==> src/rtl/mem_array_nand.sv <==
// Word-level storage array: DEPTH x DATA_WIDTH, registered read with valid flag,
// per-bit write masking and a sequenced bulk-clear sweep.
module mem_array_nand #(
  parameter int unsigned DATA_WIDTH = 8,
  parameter int unsigned ADDR_WIDTH = 4
) (
  input  logic                  clk,
  input  logic                  rst_n,
  input  logic                  sel,
  input  logic                  r_w,
  input  logic [ADDR_WIDTH-1:0] addr,
  input  logic [DATA_WIDTH-1:0] din,
  input  logic [DATA_WIDTH-1:0] wmask,
  input  logic                  clr,
  output logic                  busy,
  output logic [DATA_WIDTH-1:0] dout,
  output logic                  dout_valid,
  output logic                  err
);

  localparam int unsigned Depth = 2 ** ADDR_WIDTH;

  typedef enum logic [0:0] {StIdle, StClear} state_e;

  state_e                  state_q;
  logic [ADDR_WIDTH-1:0]   cnt_q;
  logic [DATA_WIDTH-1:0]   mem_q [Depth];

  always_ff @(posedge clk or negedge rst_n) begin
    if (!rst_n) begin
      for (int i = 0; i < Depth; i++) begin
        mem_q[i] <= '0;
      end
      state_q    <= StIdle;
      cnt_q      <= '0;
      busy       <= 1'b0;
      dout       <= '0;
      dout_valid <= 1'b0;
      err        <= 1'b0;
    end else begin
      // Result flags are single-cycle pulses; dout is zero unless qualified.
      dout       <= '0;
      dout_valid <= 1'b0;
      err        <= 1'b0;
      case (state_q)
        StIdle: begin
          if (clr) begin
            state_q <= StClear;
            busy    <= 1'b1;
            cnt_q   <= '0;
            err     <= sel;
          end else if (sel) begin
            if (r_w) begin
              mem_q[addr] <= (mem_q[addr] & ~wmask) | (din & wmask);
            end else begin
              dout       <= mem_q[addr];
              dout_valid <= 1'b1;
            end
          end
        end
        StClear: begin
          mem_q[cnt_q] <= '0;
          cnt_q        <= cnt_q + ADDR_WIDTH'(1);
          err          <= sel;
          // Counter wrap from the last word ends the sweep; clr is ignored here.
          if (cnt_q == ADDR_WIDTH'(Depth - 1)) begin
            state_q <= StIdle;
            busy    <= 1'b0;
          end
        end
        default: begin
          state_q <= StIdle;
          busy    <= 1'b0;
        end
      endcase
    end
  end

endmodule

==> config.mk <==
export PLATFORM = sky130hd
export DESIGN_NAME = mem_array_nand
export DESIGN_NICKNAME = d
export VERILOG_FILES = /design/src/rtl/mem_array_nand.sv
export SDC_FILE = /design/constraint.sdc
export NUM_CORES = 1
export LEC_CHECK = 0
export ABC_CLOCK_PERIOD_IN_PS = 2800
export CAP_MARGIN = 5
export CORE_MARGIN = 8
export CORE_UTILIZATION = 50
export CTS_CLUSTER_DIAMETER = 200
export DETAILED_ROUTE_END_ITERATION = 10
export PLACE_DENSITY = 0.68
export SYNTH_ARGS = -nofsm -noshare
export SYNTH_HDL_FRONTEND = slang
export SYNTH_SLANG_ARGS = --single-unit
==> constraint.sdc <==
create_clock -name clk -period 2.8 [get_ports clk]
set_input_delay 0.7 -clock clk [delete_from_list [all_inputs] [get_ports clk]]
set_output_delay 0.7 -clock clk [all_outputs]
set_load 0.1 [all_outputs]
Word level (Yosys, flattened, before mapping). Index checks and enable logic that the tools add are counted. Widths: inputs -> output; s select.

Flip-flop bits (word level): 144. Input port bits: 25. Output and inout port bits: 11. Logic and storage cells: 76.

Add/sub/neg operators: 1. Magnitude comparators: 4. Eq/ne operators: 6. Mux-type cells: 30. Bitwise operators: 9. Reductions and logical operators: 4.

Operator list (number): $mux 128 (3); $pmux 128 s2 (1); $and 128x128->128 (1); $bwmux 128 (1); $not 128->128 (1); $demux 8 s4 (2); $mux 8 (8); $bmux 8 s4 (1); $and 8x8->8 (2); $ge 5x5->1 const B (2); $lt 5x1->1 const B (2); $not 4->5 (2); $mux 1 (9); $ne 2x2->1 const B (4); $not 8->8 (1); $or 8x8->8 (1); $pmux 4 s2 (1); $pmux 1 s2 (3); $add 4x1->4 const B (1); $eq 4x4->1 const B (1); $mux 4 (1); $reduce_and 3->1 (1); $logic_and 1x1->1 (2); $ne 2x1->1 const B (1); other kinds (2) (2).

Logic depth before layout (Yosys ltp). Gate-level depths: netlist (run 1).

Depth after elaboration: 11. Depth in mapped cells: 7. Depth with buffers taken out: 6.

Worst setup path after synthesis (run 1). No wires, ideal clock.

Kind: input port to flip-flop. From: input port addr[2]. To: register mem_q[32] (netlist bit). Setup time: 0.078 ns. Arrival: 1.936 ns. Slack: 0.787 ns. Stages on the path: 5. Cells stage by stage: buf_2 > nand2b_2 > nor3_1 > a21oi_1 > a21oi_1.

Cells in the longest elaborated chain, start to end: 11. Elaborated cells between the ends (all ways): 16. Those cells by class: order compare: 2; mux: 10; bitwise: 3; reduce/logical: 1.

RTL lines: start: declaration (line 11) `input logic [ADDR_WIDTH-1:0] addr,`; $not 4->5 * (line 54) `mem_q[addr] <= (mem_q[addr] & ~wmask) | (din & wmask);`; $bmux 8 s4 (line 54); $mux 8 (not written as such) (2 in series) (line 54); $and 8x8->8 (line 54); $or 8x8->8 (line 54); $bwmux 128 * (line 54); $mux 128 * (line 53) `if (r_w) begin`; $mux 128 * (line 52) `end else if (sel) begin`; $mux 128 * (line 47) `if (clr) begin`; $pmux 128 s2 * (line 45) `case (state_q)`; end signal: indexed assignment (line 54); end: declaration (line 27) `logic [DATA_WIDTH-1:0] mem_q [Depth];`.

Every way passes the cells marked *; elsewhere a longest branch is shown, timed or not. The select of a mux whose other input is x is not followed. A chain may end at the register's enable or synchronous reset.

Worst setup path after layout (run 1).
From: input port clr. To: register mem_q[119] (netlist bit).

Cells in the longest elaborated chain, start to end: 2.

RTL lines: start: declaration (line 14) `input logic clr,`; $ne 2x2->1 (no source line); $reduce_and 3->1 (no source line).

No other way between the ends.

==> results of run 1 <==
per-layer routing:
| layer | vias up | wire length (um) | GRT usage (%) |
|---|---|---|---|
| met3 | 82 | 3720 | 8.10 |
| li1 | 4016 | - | - |
| met5 | - | 0 | 0 |
| met1 | 4361 | 12500 | 38.0 |
| met2 | 615 | 13800 | 41.5 |
| met4 | 0 | 888 | 10.7 |
cells in the final DEF, fill, tap and decap left out, drive strengths merged, types with 7 or more instances in the layout:
master           n
a21oi          393
dfrtp          144
buf            134
nand4          128
mux2i           64
a22oi           32
nor2            30
clkdlybuf4s50   22
clkbuf          20
nor2b           15
and2            11
a32oi           11
nand3b          11
nand3           10
clkinv           8
nor3             7
power by group:
part | total, mW | leakage (nW) | internal [mW] | switching, mW
sequential | 2.27 | 2.00 | 2.16 | 0.113
combinational | 1.64 | 2.35 | 0.587 | 1.06
clock | 2.15 | 0.275 | 1.25 | 0.892
total | 6.06 | 4.62 | 4.00 | 2.06
worst paths after layout:
check	startpoint	to	slack [ns]	cells past startpoint
max reg2reg	state_q	mem_q[119]	0.49	4
min	rst_n	mem_q[62]	0.23	1
max in group asynchronous	rst_n	mem_q[37]	1.84	2
min reg2reg	mem_q[52]	mem_q[52]	0.52	2
min in group clk	mem_q[52]	mem_q[52]	0.52	2
max	clr	mem_q[119]	0.39	5
through the flow:
| step | instances | worst slack, ns |
|---|---|---|
| after detailed placement | 1290 | 0.0508 |
| after CTS | 1321 | 0.443 |
| after global placement | 1290 | 0.114 |
| after floorplan | 995 | 0.787 |
| after global routing | 1321 | 0.351 |
| final | 1321 | 0.394 |
registers in the layout (all words and copies together) (netlist names):
name / flops
cnt_q: 4
busy: 1
err: 1
dout: 8
state_q: 1
mem_q: 128
dout_valid: 1
final cells by class:
cell class / count / area, um^2 / share of cell area [%]
Clock buffer: 20 / 457 / 4.25
Clock inverter: 11 / 90.1 / 0.838
Inverter: 3 / 11.3 / 0.105
Multi-Input combinational cell: 758 / 4890 / 45.5
Sequential cell: 144 / 3600 / 33.5
Tap cell: 229 / 287 / 2.67
Timing Repair Buffer: 156 / 1410 / 13.1
kinds of logic after synthesis:
| logic type | count (synthesis) | synth area share (%) |
|---|---|---|
| DFF | 144 | 40.3 |
| muxes | 65 | 7.30 |
| and+or+nand+nor | 243 | 18.4 |
| adders and majority gates | 4 | 0.560 |
| AOI/OAI and AO/OA | 444 | 28.2 |
| xor gates and xnor gates | 2 | 0.196 |
| buffers and inverters | 93 | 4.93 |
==> metrics.yaml, run 1 <==
criticalPathCategory: "in2reg"
portBuffers: 35
critPathBufInv: 1
place_congestion: 0.890
first_global_vias: 8668
p_per_area_nw_per_um2: 564
cp_max_fo: 12
yosysTopAreaCell: "dfrtp_1"
synth_edf_count: 0
p_leak_nw: 4.62
total_power_mw: 6.06
clock_skew_ns: 0.00784
grt_pass1_wl_um: 48700
post_cts_buffers: 0
status: "complete, no violations"
drt-vias-per-instance: 6.87
nets: 1109
path_common_cell: "a21oi_1"
die-area_um2: 22400
hold_path.class: "in2async"
cts_resized: 0
numCtsBuffers: 17
worst_setup_path_start_kind: "input port"
synth_most_common_cell: "a21oi_1"
io_pins: 36
final_layout_size_suffix_gt1_share_pct: 20.6
rsz0062_at_grt: "no"
overflow: 0
critPathMaxStageDelay_ns: 0.80
hold_buffers: 0
synthTopCellsByCount: "393 x a21oi_1, 144 x dfrtp_1, 128 x nand4_1"
grt_usage_pct: 28.0
placed_area_um2: 10200
wl_um: 30900
finalCriticalPeriod_ns: 2.41
ys.warnings.count: 0
slew_viol_final: 0
cp.required_ns: 3.14
syn2layout_area_growth_pct: 20.3
cp_slowest_cell: "a32oi_1"
cts_sinks: 144
synth_async_sr_flop_share_pct: 100
vias: 9074
ctsLongestPathBuffers: 2
synth_flop_cell: "dfrtp_1"
peakVddDrop_mv: 0.466
relSlewSlack_pct: 36.6
dr.first_iter.drc_count: 1485
synth_top_cell_area_share_pct: 40.3
cts_tree: "yes"
ant_nets: 0
hold_violations: 0
antenna_cells: 0
critical-path-top-delay-family: "compound AO/OA/AOI/OAI gates"
whs_ns: 0.227
synth_seq_cells: 144
fin_area_um2: 10700
syn_area_um2: 8930
die_h_um: 150
postSynthNetCount: 1024
insertion_delay_ns: 0.43
fin_crit_sh_pct: 85.9
path_clk_slew_ns: 0.06
dr.pass1.iters: 6
coreArea_um2: 17700
die_x_um: 150
maxCapViolCount: 0
drc: 0
finalSetupViolations: 0
cp_cell_sequence: "clkdlybuf4s50_1 > and4bb_2 > a32oi_1 > a21oi_1 > a21oi_1"
max_clock_freq_ghz: 0.416
end_kind: "register"
final_util_pct: 60.7
ys_types: 44
ctsHtreeMaxLevel: 4
ys_seq_area_share_pct: 40.3
root_buffer: "clkbuf_16"
synthTopCellsByArea: "dfrtp_1 40%, a21oi_1 22%, nand4_1 9.0%"
synthCells: 995
fin_setup_tns_ns: 0
rows: 49
hpwlAfterDp_um: 19700
start_util_pct: 50.4
wl_per_cell_um: 23.4
fill_cells: 1516
syn_avg_cell_area_um2: 8.98
antenna_found_initial: 0
grt_max_degree: 53
worst_slew_pin_slew_ns: 0.950
crit_arrival_ns: 2.75
No activity file was read; power rests on OpenSTA's default activity.
==> run 2, diff against run 1 <==
--- a/config.mk
+++ b/config.mk
@@ -5,13 +5,14 @@
 export SDC_FILE = /design/constraint.sdc
 export NUM_CORES = 1
 export LEC_CHECK = 0
-export ABC_CLOCK_PERIOD_IN_PS = 2800
+export ABC_CLOCK_PERIOD_IN_PS = 2850
 export CAP_MARGIN = 5
 export CORE_MARGIN = 8
 export CORE_UTILIZATION = 50
 export CTS_CLUSTER_DIAMETER = 200
 export DETAILED_ROUTE_END_ITERATION = 10
-export PLACE_DENSITY = 0.68
+export PLACE_DENSITY = 0.79
+export SETUP_SLACK_MARGIN = 0.15
 export SYNTH_ARGS = -nofsm -noshare
 export SYNTH_HDL_FRONTEND = slang
 export SYNTH_SLANG_ARGS = --single-unit
==> constraint.sdc (replaced) <==
create_clock -name clk -period 2.85 [get_ports clk]
set_input_delay 0.7125 -clock clk [delete_from_list [all_inputs] [get_ports clk]]
set_output_delay 0.7125 -clock clk [all_outputs]
set_load 0.1 [all_outputs]
==> run 2 against run 1 <==
  * Worst hold slack better by 0.013 ns
  * Clock power is 17% higher
  * Combinational power down 2%
  * Flip-flop and latch count stayed put
  * Cell count decreased by 2.1%
  * Worst setup slack lost 0.23 ns
  * Non-clock buffer count fell by 29
  * Register-to-register slack better by 0.03 ns
  * Routed wire length is essentially flat
  * First-iteration DRC count increased by 4.3%
  * Core utilization fell by 1.0 points
  * Sequential share of layout area up 0.56 points
  * Highest routed layer unchanged
==> metrics.yaml, run 2 (synthesis results as in run 1) <==
cp.required_ns: 3.17  # +0.03 ns
place_inst: 1261  # -2.2%
p_leak_nw: 4.51  # -2.4%
hold_violations: 0  # unchanged
whs_ns: 0.240  # +0.0132 ns
fin_crit_sh_pct: 94.1
ant_nets: 0  # unchanged
syn2layout_area_growth_pct: 18.3
insertion_delay_ns: 0.43  # about the same
grt_max_degree: 52  # -1.9%
regMostFlops: "mem_q"
wl_per_cell_um: 23.9  # +2.1%
place_congestion: 0.930  # +4.4%
p_per_area_nw_per_um2: 600  # +6.5%
crit_arrival_ns: 3.01  # +0.26 ns
reg.largest.list: "mem_q: 128 flops, dout: 8 flops, cnt_q: 4 flops"
wl_um: 30900  # about the same
grt_usage_pct: 27.8  # -0.23 points
worst_slew_pin_slew_ns: 1.20  # +0.254 ns
ctsLongestPathBuffers: 2  # unchanged
cts_tree: "yes"
relSlewSlack_pct: 19.7  # -17 points
max_clock_freq_ghz: 0.373
dr.first_iter.drc_count: 1549  # +4.3%
cp_max_fo: 8  # -4
r2r_start: "state_q"
worst-path-stages: 6  # +1
fin_setup_tns_ns: 0  # unchanged
placed_area_um2: 9910  # -2.9%
instances_no_fill: 1293  # -2.1%
criticalPathCategory: "in2reg"
cts_sinks: 144  # unchanged
overflow: 0  # unchanged
io_pins: 36  # unchanged
worstSetupStartpoint: "addr[2]"
path_common_cell: "a21oi_1"
critical-path-top-delay-family: "compound AO/OA/AOI/OAI gates"
hold_buffers: 0  # unchanged
maxCapViolCount: 0  # unchanged
numCtsBuffers: 17  # unchanged
worst_setup_path_start_kind: "input port"
crit_end: "mem_q[23]"
finalCriticalPeriod_ns: 2.68
hpwlAfterDp_um: 19300  # -1.7%
antenna_found_initial: 0  # unchanged
nets: 1080  # -2.6%
die_x_um: 150  # unchanged
drc: 0  # unchanged
final_layout_size_suffix_gt1_share_pct: 18.6  # -2.0 points
hold_path.class: "in2async"
cts_resized: 0  # unchanged
rsz0062_at_grt: "no"
antenna_cells: 0  # unchanged
cp_cell_sequence: "clkdlybuf4s50_1 > buf_4 > and2_1 > a32oi_1 > a21oi_1 > a21oi_1"
grt_pass1_wl_um: 48700  # about the same
fill_cells: 1494  # -1.5%
critPathMaxStageDelay_ns: 0.89  # +0.09 ns
die_h_um: 150  # unchanged
final_common_cell: "a21oi_1"
critPathBufInv: 2  # +1
path_clk_slew_ns: 0.06  # about the same
root_buffer: "clkbuf_16"
rows: 49  # unchanged
rr_worst_depth: 4  # unchanged
cp_slowest_cell: "a32oi_1"
coreArea_um2: 17700  # unchanged
die-area_um2: 22400  # unchanged
r2r_end: "mem_q[23]"
first_global_vias: 8989  # +3.7%
start_util_pct: 50.4  # unchanged
portBuffers: 35  # unchanged
ctsHtreeMaxLevel: 4  # unchanged
drt-vias-per-instance: 7.12  # +3.7%
slew_viol_final: 0  # unchanged
status: "complete, no violations"
largest_reg_flops: 128  # unchanged
total_power_mw: 6.35  # +4.7%
dr.pass1.iters: 6  # unchanged
clock_skew_ns: 0.00640  # -0.00144 ns
fin_area_um2: 10600  # -1.6%
final_cell_mix: "393 x a21oi_1, 144 x dfrtp_1, 128 x nand4_1, 96 x buf_4, 64 x mux2i_1"
post_cts_buffers: 0  # unchanged
r2r_setup_slack_ns: 0.52  # +0.03 ns
peakVddDrop_mv: 0.505  # +8.3%
finalSetupViolations: 0  # unchanged
end_kind: "register"
vias: 9211  # +1.5%
[run 2: cell type report]
type / count / area (um^2) / share of cell area [%]
multi-input cells: 758 / 4890 / 46.3
flip-flops and latches: 144 / 3600 / 34.1
repair buffers: 127 / 1110 / 10.5
clock buffers: 21 / 480 / 4.55
well taps: 229 / 287 / 2.71
clock inverters: 11 / 183 / 1.73
inverters: 3 / 11.3 / 0.107
[run 2: report_power, final]
| group | total [mW] | switching [mW] | internal, mW |
|---|---|---|---|
| Sequential | 2.22 | 0.103 | 2.12 |
| Clock | 2.52 | 0.886 | 1.64 |
| Combinational | 1.60 | 1.06 | 0.543 |
| Total | 6.35 | 2.05 | 4.30 |
[run 2: worst reg2reg max path, stage by stage (launching register included)]
cell	delay [ns]
dfrtp_1	0.47
and4bb_2	0.35
a32oi_1	0.96
a21oi_1	0.13
a21oi_1	0.31
[run 2: how the worst min path moves through the flow]
stage | end | slack (ns) | cells after the start
after floorplan | busy | 0.42 | 0
after global placement | mem_q[49] | 0.50 | 2
after detailed placement | mem_q[50] | 0.51 | 2
after CTS | mem_q[58] | 0.25 | 1
after global routing | dout[1] | 0.27 | 1
final | mem_q[45] | 0.24 | 1
[run 2: stage by stage]
stage / util, % / setup WS, ns
finish: 59.7 / 0.167
global route: 59.7 / 0.204
CTS: 59.7 / 0.393
detailed placement: 55.9 / -0.0320
global placement: 55.9 / 0.0610
floorplan: - / 0.824
[run 2: metal layers]
layer	global-route usage, %	part of all wire (%)	up-vias
li1	-	-	3949
met1	35.8	38	4402
met2	41.5	44	705
met3	8.04	13	155
met4	14.8	5.0	0
met5	0	0	-
==> run 3, diff against run 2 <==
--- a/config.mk
+++ b/config.mk
@@ -5,14 +5,16 @@
 export SDC_FILE = /design/constraint.sdc
 export NUM_CORES = 1
 export LEC_CHECK = 0
-export ABC_CLOCK_PERIOD_IN_PS = 2850
+export ABC_CLOCK_PERIOD_IN_PS = 2200
 export CAP_MARGIN = 5
 export CORE_MARGIN = 8
 export CORE_UTILIZATION = 50
 export CTS_CLUSTER_DIAMETER = 200
+export CTS_CLUSTER_SIZE = 40
 export DETAILED_ROUTE_END_ITERATION = 10
-export PLACE_DENSITY = 0.79
+export PLACE_DENSITY = 0.81
 export SETUP_SLACK_MARGIN = 0.15
+export SKIP_LAST_GASP = 1
 export SYNTH_ARGS = -nofsm -noshare
 export SYNTH_HDL_FRONTEND = slang
 export SYNTH_SLANG_ARGS = --single-unit
==> constraint.sdc (replaced) <==
create_clock -name clk -period 2.2 [get_ports clk]
set_input_delay 0.55 -clock clk [delete_from_list [all_inputs] [get_ports clk]]
set_output_delay 0.55 -clock clk [all_outputs]
set_load 0.1 [all_outputs]
==> run 3 against run 2 <==
  * Via count increased by 4.9%
  * First-iteration DRC count is 12% higher
  * Worst hold slack lost 0.17 ns
  * Clock-buffer cell count decreased by 1
  * Largest cell class unchanged
  * Largest power group unchanged
==> metrics.yaml, run 3 (synthesis results as in run 1) <==
cp_slowest_cell: "clkdlybuf4s50_1"
maxCapViolCount: 0  # unchanged
dr.pass1.iters: 7  # +1
ant_nets: 0  # unchanged
hold_path.class: "in2async"
clock_skew_ns: 0.00643  # +0.0000316 ns
peakVddDrop_mv: 0.604  # +20%
max_clock_freq_ghz: 0.502
largest_reg_flops: 128  # unchanged
wl_um: 32200  # +4.2%
antenna_found_initial: 0  # unchanged
slew_viol_final: 0  # unchanged
finalSetupViolations: 0  # unchanged
path_clk_slew_ns: 0.06  # about the same
grt_pass1_wl_um: 50700  # +4.2%
p_seq_share_pct: 35.4  # +0.4 points
portBuffers: 35  # unchanged
worst_setup_path_start_kind: "input port"
die-area_um2: 22400  # unchanged
regMostFlops: "mem_q"
io_pins: 36  # unchanged
fin_area_um2: 11400  # +8.3%
multiInputGateArea_um2: 4920  # +0.56%
numCtsBuffers: 17  # unchanged
vias: 9663  # +4.9%
cts_sinks: 144  # unchanged
finalCriticalPeriod_ns: 1.99
worst_slew_pin_slew_ns: 0.561  # -0.643 ns
drc: 0  # unchanged
grt_max_degree: 47  # -9.6%
placed_area_um2: 10800  # +8.7%
p_int_mw: 5.36  # +25%
relSlewSlack_pct: 62.4  # +43 points
nets: 1149  # +6.4%
p_leak_nw: 4.92  # +9.1%
cp_max_fo: 20  # +12
status: "complete, no violations"
grt_usage_pct: 28.7  # +0.99 points
die_h_um: 150  # unchanged
reg.largest.list: "mem_q: 128 flops, dout: 8 flops, cnt_q: 4 flops"
rsz0062_at_grt: "no"
critPathMaxStageDelay_ns: 0.52  # -0.37 ns
place_congestion: 0.926  # -0.43%
swShare_pct: 33.9  # +1.7 points
fin_crit_sh_pct: 90.5
ctsLongestPathBuffers: 2  # unchanged
path_common_cell: "buf_4"
crit_arrival_ns: 2.35  # -0.66 ns
syn2layout_area_growth_pct: 28.1
insertion_delay_ns: 0.43  # about the same
root_buffer: "clkbuf_16"
cp.required_ns: 2.56  # -0.61 ns
p_per_area_nw_per_um2: 709  # +18%
clock_power_share_pct: 36.6  # -3.2 points
die_x_um: 150  # unchanged
hold_violations: 0  # unchanged
fill_cells: 1294  # -13%
final_cell_mix: "391 x a21oi_1, 143 x dfrtp_1, 130 x buf_4, 128 x nand4_1, 64 x mux2i_1"
coreArea_um2: 17700  # unchanged
final_layout_size_suffix_gt1_share_pct: 24.2  # +5.6 points
cp_cell_sequence: "clkdlybuf4s50_1 > buf_4 > buf_4 > nor2_1 > nand4_1 > a21oi_1"
hpwlAfterDp_um: 20500  # +6.1%
ctsHtreeMaxLevel: 4  # unchanged
rows: 49  # unchanged
wl_per_cell_um: 23.6  # -1.2%
p_switching_mw: 2.75  # +35%
overflow: 0  # unchanged
end_kind: "register"
cts_tree: "yes"
drt-vias-per-instance: 7.09  # -0.48%
dr.first_iter.drc_count: 1729  # +12%
criticalPathCategory: "in2reg"
final_common_cell: "a21oi_1"
seq_area_um2: 3600  # about the same
combPwrFrac_pct: 28.0  # +2.8 points
first_global_vias: 9194  # +2.3%
final_util_pct: 64.6  # +4.9 points
start_util_pct: 50.4  # unchanged
-- run 3: cell count changes in the layout (fill, tap and decap cells not counted), moves of 2 or more --
cell	before	now
buf_6	1	7
clkinvlp_4	1	5
clkinv_4	0	2
nor2_1	18	15
nor2_2	4	6
bufinv_16	5	2
clkinv_2	5	2
a21oi_1	393	391
buf_12	8	37
buf_4	96	130
clkdlybuf4s50_1	22	20
a21oi_2	0	2
-- run 3: timing repair --
action                                  CTS  global route
pin swaps                                 2             2
hold buffers                              0             0
gates resized for setup                   4            13
endpoints found under the setup margin  106            63
setup buffers                             2             0
-- run 3: routing by layer --
metal | vias up | wire length (um) | track usage [%] | part of all wire [%]
met1 | 4532 | 11900 | 37.9 | 37
met5 | - | 0 | 0 | 0
met3 | 177 | 4630 | 7.38 | 14
li1 | 4100 | - | - | -
met4 | 0 | 1360 | 13.2 | 4.2
met2 | 854 | 14400 | 43.6 | 45
-- run 3: area by class of cell --
class                           count  share of cell area [%]
Multi-Input combinational cell    758                    43.0
Clock inverter                     12                    1.17
Timing Repair Buffer              196                    17.6
Sequential cell                   144                    31.5
Inverter                            3                  0.0984
Antenna cell                        1                  0.0219
Tap cell                          229                    2.50
Clock buffer                       20                    4.08
-- run 3: power by group through the flow --
stage	clock network, mW	registers [mW]	logic, mW
after global placement	0	2.91	2.11
final	2.97	2.88	2.27
after detailed placement	0	2.92	2.15
after CTS	2.96	2.87	2.19
after global routing	3.07	2.90	2.41
after floorplan	0	2.94	1.22
-- run 3: critical path, delay by kind of cell --
family / cells / cell delay [ns]
AO/OA/AOI/OAI: 1 / 0.17
buffers and inverters: 3 / 0.95
AND/OR/NAND/NOR: 2 / 0.66
-- run 3: through the flow --
step | setup slack [ns] | power [mW] | hold slack, ns | setup TNS, ns | std cells
after detailed placement | -0.392 | 5.07 | 0.511 | -42.06 | 1328
after CTS | 0.159 | 8.02 | 0.0785 | 0 | 1362
after global placement | -0.282 | 5.02 | 0.499 | -30.60 | 1328
after floorplan | 0.337 | 4.17 | 0.254 | 0 | 995
final | 0.210 | 8.12 | 0.0730 | 0 | 1363
after global routing | 0.155 | 8.38 | 0.101 | 0 | 1362
-- run 3: worst paths after layout --
check / from / endpoint / slack (ns) / depth (start not counted)
max: addr[3] / mem_q[95] / 0.21 / 6
min: rst_n / mem_q[37] / 0.07 / 1
max reg2reg: state_q / mem_q[75] / 0.25 / 6
min reg2reg: mem_q[84] / mem_q[84] / 0.52 / 2
max in group asynchronous: rst_n / mem_q[117] / 1.52 / 2
min in group clk: mem_q[84] / mem_q[84] / 0.52 / 2
